$ cat config.mk
export PLATFORM = sky130hd
export DESIGN_NAME = ps2_kb_receiver
export DESIGN_NICKNAME = d
export VERILOG_FILES = /design/src/rtl/ps2_kb_receiver.sv
export SDC_FILE = /design/constraint.sdc
export NUM_CORES = 1
export LEC_CHECK = 0
export ABC_AREA = 0
export BUFFER_PORTS_ARGS = -buffer_cell sky130_fd_sc_hd__buf_4
export CAP_MARGIN = 20
export CORE_MARGIN = 2
export CORE_UTILIZATION = 55
export DETAILED_ROUTE_END_ITERATION = 12
export PLACE_DENSITY = 0.75
export SYNTH_ARGS = -nofsm -noshare
export SYNTH_HDL_FRONTEND = slang
export SYNTH_SLANG_ARGS = --single-unit
export TNS_END_PERCENT = 5
$ cat constraint.sdc
create_clock -name clk -period 3.4 [get_ports clk]
set_clock_uncertainty 0.1 [all_clocks]
set_input_delay 0.17 -clock clk [delete_from_list [all_inputs] [get_ports clk]]
set_output_delay 0.17 -clock clk [all_outputs]
set_load 0.05 [all_outputs]
$ cat src/rtl/ps2_kb_receiver.sv
// rtl/ps2_kb_receiver.sv - PS/2 keyboard frame receiver and make/break decoder
// Optional feature macro: PS2_TYPEMATIC_FILTER_EN (suppresses code_valid on typematic repeats)
module ps2_kb_receiver #(
  parameter int FILTER_LEN = 8,
  parameter int TIMEOUT    = 50000
) (
  input  logic       clk,
  input  logic       rst,
  input  logic       ps2_clk,
  input  logic       ps2_data,
  output logic [7:0] kb_code,
  output logic       code_valid,
  output logic       frame_err
);

  localparam int FW = $clog2(FILTER_LEN + 1);
  localparam int TW = $clog2(TIMEOUT);

  typedef enum logic [1:0] {IDLE, DATA, PARITY, STOP} state_t;

  state_t        state, state_nxt;
  logic          clk_s1, clk_s2, dat_s1, dat_s2;
  logic          filt_clk, filt_prev, fall;
  logic [FW-1:0] filt_cnt;
  logic [TW-1:0] to_cnt;
  logic          timeout_hit;
  logic [7:0]    shift_reg;
  logic [2:0]    bit_cnt;
  logic          parity_bit;
  logic          frame_ok, stop_good, stop_bad;
  logic          break_flag, ext_flag;

  // Two-flop synchronisers for both asynchronous pins; idle level is high
  always_ff @(posedge clk) begin
    if (rst) begin
      clk_s1 <= 1'b1;
      clk_s2 <= 1'b1;
      dat_s1 <= 1'b1;
      dat_s2 <= 1'b1;
    end else begin
      clk_s1 <= ps2_clk;
      clk_s2 <= clk_s1;
      dat_s1 <= ps2_data;
      dat_s2 <= dat_s1;
    end
  end

  // Glitch filter: flip the filtered clock after FILTER_LEN consecutive differing samples
  always_ff @(posedge clk) begin
    if (rst) begin
      filt_clk  <= 1'b1;
      filt_prev <= 1'b1;
      filt_cnt  <= '0;
    end else begin
      filt_prev <= filt_clk;
      if (clk_s2 != filt_clk) begin
        if (filt_cnt == FW'(FILTER_LEN - 1)) begin
          filt_clk <= clk_s2;
          filt_cnt <= '0;
        end else begin
          filt_cnt <= filt_cnt + FW'(1);
        end
      end else begin
        filt_cnt <= '0;
      end
    end
  end

  assign fall = filt_prev & ~filt_clk;

  // A fall event wins over a timeout expiring in the same cycle
  assign timeout_hit = (state != IDLE) && !fall && (to_cnt == TW'(TIMEOUT - 1));

  // Timeout counter: counts mid-frame cycles since the last fall event
  always_ff @(posedge clk) begin
    if (rst || state == IDLE || fall || timeout_hit) to_cnt <= '0;
    else                                             to_cnt <= to_cnt + TW'(1);
  end

  // FSM state register
  always_ff @(posedge clk) begin
    if (rst) state <= IDLE;
    else     state <= state_nxt;
  end

  // FSM next state: advances on fall events, aborts to IDLE on timeout
  always_comb begin
    state_nxt = state;
    if (fall) begin
      case (state)
        IDLE:    if (!dat_s2) state_nxt = DATA;
        DATA:    if (bit_cnt == 3'd7) state_nxt = PARITY;
        PARITY:  state_nxt = STOP;
        STOP:    state_nxt = IDLE;
        default: state_nxt = IDLE;
      endcase
    end
    if (timeout_hit) state_nxt = IDLE;
  end

  // FSM outputs: frame verdict at the stop bit and the error pulse
  always_comb begin
    frame_ok  = dat_s2 & (^{shift_reg, parity_bit});
    stop_good = 1'b0;
    stop_bad  = 1'b0;
    if (state == STOP && fall) begin
      stop_good = frame_ok;
      stop_bad  = ~frame_ok;
    end
    frame_err = ~rst & (stop_bad | timeout_hit);
  end

  // Frame datapath: LSB-first shift of data bits and parity capture
  always_ff @(posedge clk) begin
    if (rst) begin
      shift_reg  <= '0;
      bit_cnt    <= '0;
      parity_bit <= 1'b0;
    end else if (fall) begin
      case (state)
        IDLE:    bit_cnt <= '0;
        DATA: begin
          shift_reg <= {dat_s2, shift_reg[7:1]};
          bit_cnt   <= bit_cnt + 3'd1;
        end
        PARITY:  parity_bit <= dat_s2;
        default: ;
      endcase
    end
  end

  // Make/break decode of completed frames into the held-key code
  always_ff @(posedge clk) begin
    if (rst) begin
      kb_code    <= 8'h00;
      code_valid <= 1'b0;
      break_flag <= 1'b0;
      ext_flag   <= 1'b0;
    end else begin
      code_valid <= 1'b0;
      ext_flag   <= ext_flag;
      if (stop_bad) begin
        break_flag <= 1'b0;
        ext_flag   <= 1'b0;
      end else if (stop_good) begin
        if (shift_reg == 8'hE0) begin
          ext_flag <= 1'b1;
        end else if (shift_reg == 8'hF0) begin
          break_flag <= 1'b1;
        end else if (break_flag) begin
          if (shift_reg == kb_code) kb_code <= 8'h00;
          break_flag <= 1'b0;
          ext_flag   <= 1'b0;
        end else begin
          ext_flag <= 1'b0;
`ifdef PS2_TYPEMATIC_FILTER_EN
          if (!(shift_reg == kb_code && kb_code != 8'h00)) begin
            kb_code    <= shift_reg;
            code_valid <= 1'b1;
          end
`else
          kb_code    <= shift_reg;
          code_valid <= 1'b1;
`endif
        end
      end
    end
  end

endmodule
# Word level (Yosys, flattened, before mapping)
# Index checks and enable logic that the tools add are counted.
dict set report word_totals {
  out_inout_bits 10
  ff_bits 50
}
dict set report classes {
  n_reduce_logical 22
  add_sub_neg 3
  n_eq_ne 13
  n_mux 10
  bitwise_logic 12
}
# operator n
set op_table {}
lappend op_table {{16-bit by 1-bit adder with 16-bit output, second input constant} 1}
lappend op_table {{16-bit == test, second input constant} 1}
lappend op_table {{8-bit == test, second input constant} 2}
lappend op_table {{8-bit two-way mux} 2}
lappend op_table {{2-bit AND reduction} 5}
lappend op_table {{9-bit parity} 1}
lappend op_table {{8-bit == test} 1}
lappend op_table {{1-bit NOT} 8}
lappend op_table {{2-bit case mux with 4 select lines} 1}
lappend op_table {{3-bit case mux with 2 select lines} 1}
lappend op_table {{5-bit AND reduction} 1}
lappend op_table {{5-bit OR reduction} 1}
lappend op_table {{4-bit by 1-bit adder with 4-bit output, second input constant} 1}
lappend op_table {{2-bit == test, second input constant} 2}
lappend op_table {{4-bit by 3-bit == test with 1-bit output, second input constant} 1}
lappend op_table {{1-bit two-way mux} 4}
lappend op_table {{2-bit two-way mux} 2}
lappend op_table {{2-bit inequality test, second input constant} 2}
lappend op_table {{2-bit nonzero test} 2}
lappend op_table {{2-bit OR reduction} 2}
lappend op_table {{3-bit by 1-bit adder with 3-bit output, second input constant} 1}
lappend op_table {{1-bit AND} 3}
lappend op_table {{3-bit == test, second input constant} 1}
lappend op_table {{1-bit logical AND} 3}
lappend op_table {{9 further kinds} 11}

# Logic depth before layout (Yosys ltp)
dict set report depth {
  depth_word 7
  depth_mapped 8
}

# Least setup slack after synthesis
# OpenSTA, ideal clock, no wires.
dict set report synth_timing {
  path_type {reg2reg}
  startpoint {register shift_reg[4]}
  endpoint {register kb_code[1]}
  stages_incl_launch_ff 7
  setup_slack_ps 1192
  setup_time_ps 72
  period_less_slack_ps 2208
  arrival_ps 2036
  required_time_ps 3228
  cell_sequence {dfxtp_1 > xnor2_1 > xnor3_2 > xnor2_1 > a221o_1 > a21oi_4 > mux2i_1}
}
dict set report synth_via {
  elab_chain_cells 6
  elab_cells_between_ends 13
  cone_classes {eq/ne (4); mux (2); bitwise (5); reduce/logical (2)}
}
# element line_no
set synth_rtl {}
lappend synth_rtl {{start: declaration} 27} ;# logic [7:0] shift_reg;
lappend synth_rtl {{start signal: assignment} 123} ;# shift_reg <= {dat_s2, shift_reg[7:1]};
lappend synth_rtl {{9-bit parity} 103} ;# frame_ok = dat_s2 & (^{shift_reg, parity_bit});
lappend synth_rtl {{1-bit AND} 103}
lappend synth_rtl {{1-bit NOT} 108} ;# stop_bad = ~frame_ok;
lappend synth_rtl {{1-bit two-way mux} 106} ;# if (state == STOP && fall) begin
lappend synth_rtl {{1-bit NOT (no line)} -}
lappend synth_rtl {{5-bit AND reduction (no line) (*)} -}
lappend synth_rtl {{end signal: assignment} 162} ;# kb_code <= shift_reg;
lappend synth_rtl {{end: declaration} 11} ;# output logic [7:0] kb_code,
# Every way passes the cells marked *; elsewhere a longest branch is shown, timed or not.
# A chain may end at the register's enable or synchronous reset.

# Worst setup path in the final report
dict set report layout_timing {
  startpoint {register shift_reg[3]}
  endpoint {output frame_err}
}
dict set report layout_via {
  elab_chain_cells 6
}
# element line_no
set layout_rtl {}
lappend layout_rtl {{9-bit parity} 103}
lappend layout_rtl {{1-bit AND} 103}
lappend layout_rtl {{1-bit NOT} 108}
lappend layout_rtl {{1-bit two-way mux} 106}
lappend layout_rtl {{1-bit bitwise OR} 110} ;# frame_err = ~rst & (stop_bad | timeout_hit);
lappend layout_rtl {{1-bit AND} 110}
lappend layout_rtl {{end: declaration} 13} ;# output logic frame_err
# Every way passes these cells.

==> results.md <==
* Layout cells sized above 1 at roughly 14%
* Initial antenna violation count at 0
* Die Ht at just under 70 um
* Overall Global Routing Usage at around 17%
* Synth Register Bits at 50
* Fin worst setup slack at 0.769 ns
* Multi-input logic area at ~1300 sq um
* WL/cell at between 10 and 15 um
* Routed via count at around 1,700
* Leading area contributor after synthesis: dfxtp_1
* First-pass GRT wire length at 6950 um
* Max Transition Viols Final at 0
* Power Density at 392 nW/um^2
* Row cnt at 23
* Startpoint Class: flip-flop
* Critical path peak fanout at 6
* Total power at 1.01 mW
* Setup slack, reg-to-reg at 0.99 ns
* Fmax at around 380 MHz
* DRC violations left at 0
* Post-synth top cells: dfxtp_1, nand2_1, nor2_1, xor2_1, a21oi_1
* DP Wirelength at between 2000 and 3000 um
* Register area share after synthesis at about 43%
* Die ar. at 4800 sq um
* CP Class: reg2out
* Vias/cell at between 5 and 6
* Max cap viols at 0
* # port buffers at 13
* Sw Share at 19.8%
* DRT Pass-1 Iters at 4
* TritonCTS clock tree: built
* RSZ-0062 raised after global routing: no
* Clock latency on the worst-skew pair at approximately 0.3 ns
* Hold path cells at 2
* Iter 0 DRT Violations at 93
* Internal power at roughly 0.81 mW
* Io pins at 14
* Final core occ at between 60% and 70%
* Largest register FFs at 16
* Syn_nets at roughly 270
* Switching power at between 0.2 and 0.25 mW
* Rel. slew slack at 55.1%
* Clock sink count at 50
* Post-route setup TNS at 0 ns
* Hold_sp: rst
* Chip Width at 69.3 um
* Synth unique cells at 39
* Worst hold path endpoint: bit_cnt[2]$_SDFFE_PP0P_
* Largest net degree at the start of global routing at 42
* Htree depth at 2
* FILL cells at 336
* Combinational power share at about 1.5%
* Final Cycle Share at approximately 77%
* Drt total wl at about 3800 um
* Worst Tran Pin Value at around 0.67 ns
* Worst-path clk slew at roughly 0.09 ns
* Critical path capture point type: primary output
* Sequential Power Share at around 58%
* Antenna Cells at 0
* Post-synth design cell area at between 2000 and 2500 sq um
* Clock power share at approximately two fifths
* Final global-route overflow total at 0
* Seq. cell area at between 1000 and 1500 sq um
* CTS Buffer Depth at 2
* HP Class: in2reg
* Fin nets at ~280
* Worst r2r dst: kb_code[4]$_SDFFE_PP0P_
* Ys Warns at 0
* EDFF count, synth at 0
* Area Growth Syn to Fin at 10.1%
* Required @ worst endpoint at approximately 3.1 ns
* Core area at a little over 4000 sq um
* GPL Wtd Cong at about 0.8
* RR Startpoint: shift_reg[3]$_SDFFE_PP0P_
* Static leakage at approximately 0.97 nW
* Pre-CTS WS at about 1 ns
* Post-synthesis cell count at between 200 and 300
* Main area contributors after synthesis: dfxtp_1, xor2_1, xnor2_1, ha_1, nand2_1
* CTS resizes at 0
* Final setup violation count at 0
* Fin crit period at 2.63 ns
* Async SR Flop Fraction at 0%
* Status: complete, no violations
* Worst Reg-to-Reg Cells at 6
* Peak VDD IR at 0.000248 V
* Initial core utilization at 57.7%
* ANT nets after route at 0
* Post-synth top flop: dfxtp_1
* Most common cell in the netlist: dfxtp_1
* Final Hold Vio Count at 0
* Num CTS Buffers at 5
* CP arrival at 2.36 ns
* Top-area cell type share of the netlist area at a little over two fifths
* CTS root buf: clkbuf_8
* Number of global-route vias before repair at roughly 1,600
* Avg Inst Size Synth at 9.08 sq um
[logic make-up (layout without fill, tap and decap cells)]
group                      count (synthesis)  count (layout)  synth area share, %
and+or+nand+nor                          114             114                 25.3
adders and majority gates                  9               9                 4.81
buffers and inverters                     17              28                 2.99
DFF                                       50              50                 42.7
AOI/OAI and AO/OA                         27              27                 7.69
muxes                                      9               9                 3.85
xor gates and xnor gates                  32              32                 12.6
[worst max-delay path by stage]
stage                         startpoint                      end  slack, ns
2_1_floorplan  shift_reg[4]$_SDFFE_PP0P_  kb_code[1]$_SDFFE_PP0P_       1.19
3_3_place_gp   shift_reg[4]$_SDFFE_PP0P_  kb_code[5]$_SDFFE_PP0P_       1.10
3_5_place_dp   shift_reg[3]$_SDFFE_PP0P_  kb_code[5]$_SDFFE_PP0P_       1.01
4_1_cts        shift_reg[3]$_SDFFE_PP0P_                frame_err       0.76
5_1_grt        shift_reg[4]$_SDFFE_PP0P_                frame_err       0.64
6_report       shift_reg[3]$_SDFFE_PP0P_                frame_err       0.77
[power by group through the flow]
stage                     sequential [mW]  combinational [mW]  clock (mW)
final                               0.589              0.0150       0.408
after global routing                0.590              0.0166       0.442
after CTS                           0.589              0.0151       0.423
after detailed placement            0.603              0.0133           0
after global placement              0.603              0.0133           0
after floorplan                     0.602             0.00925           0
[placed cells by master, fill, tap and decap left out, drive strengths merged, types with 7 or more instances in the layout]
cell type	instances
xor2	18
nor2	27
xnor2	13
dfxtp	50
or3b	7
ha	9
nand3	7
a21oi	15
mux2i	9
nand2	29
nand2b	11
buf	13
[cell type report]
class	instances	area share, %
Tap cell	50	2.42
Clock buffer	5	2.67
Inverter	5	0.727
Multi-Input combinational cell	191	49.3
Clock inverter	3	1.55
Sequential cell	50	38.8
Timing Repair Buffer	15	4.56
[critical path, cell delays in order (launching register included)]
cell and delay (ns):
dfxtp_1 0.43, xnor2_1 0.15, xnor3_2 0.51, xnor2_1 0.31
xor2_1 0.19, a21oi_1 0.09, o21ba_2 0.20, buf_4 0.18
[metrics by stage]
step / cell area [sq um] / hold slack, ns / instances
2_1_floorplan: 2340 / 0.174 / 258
6_report: 2580 / 0.146 / 319
3_3_place_gp: 2450 / 0.254 / 309
5_1_grt: 2580 / 0.180 / 319
4_1_cts: 2580 / 0.139 / 319
3_5_place_dp: 2450 / 0.259 / 309
[repair_timing]
item,CTS,global route
hold buffers,2,0
endpoints found under the setup margin,0,0
endpoints found under the hold margin,2,0
setup buffers,0,0
[routing by layer]
| metal | vias up | global-route usage (%) | share of wire [%] | wire (um) |
|---|---|---|---|---|
| li1 | 884 | - | - | - |
| met1 | 754 | 21.2 | 48 | 1830 |
| met2 | 18 | 29.9 | 48 | 1830 |
| met3 | 8 | 3.49 | 2.4 | 91 |
| met4 | 0 | 7.19 | 2.0 | 78 |
| met5 | - | 0 | 0 | 0 |
Power figures use the tool's default switching activity.
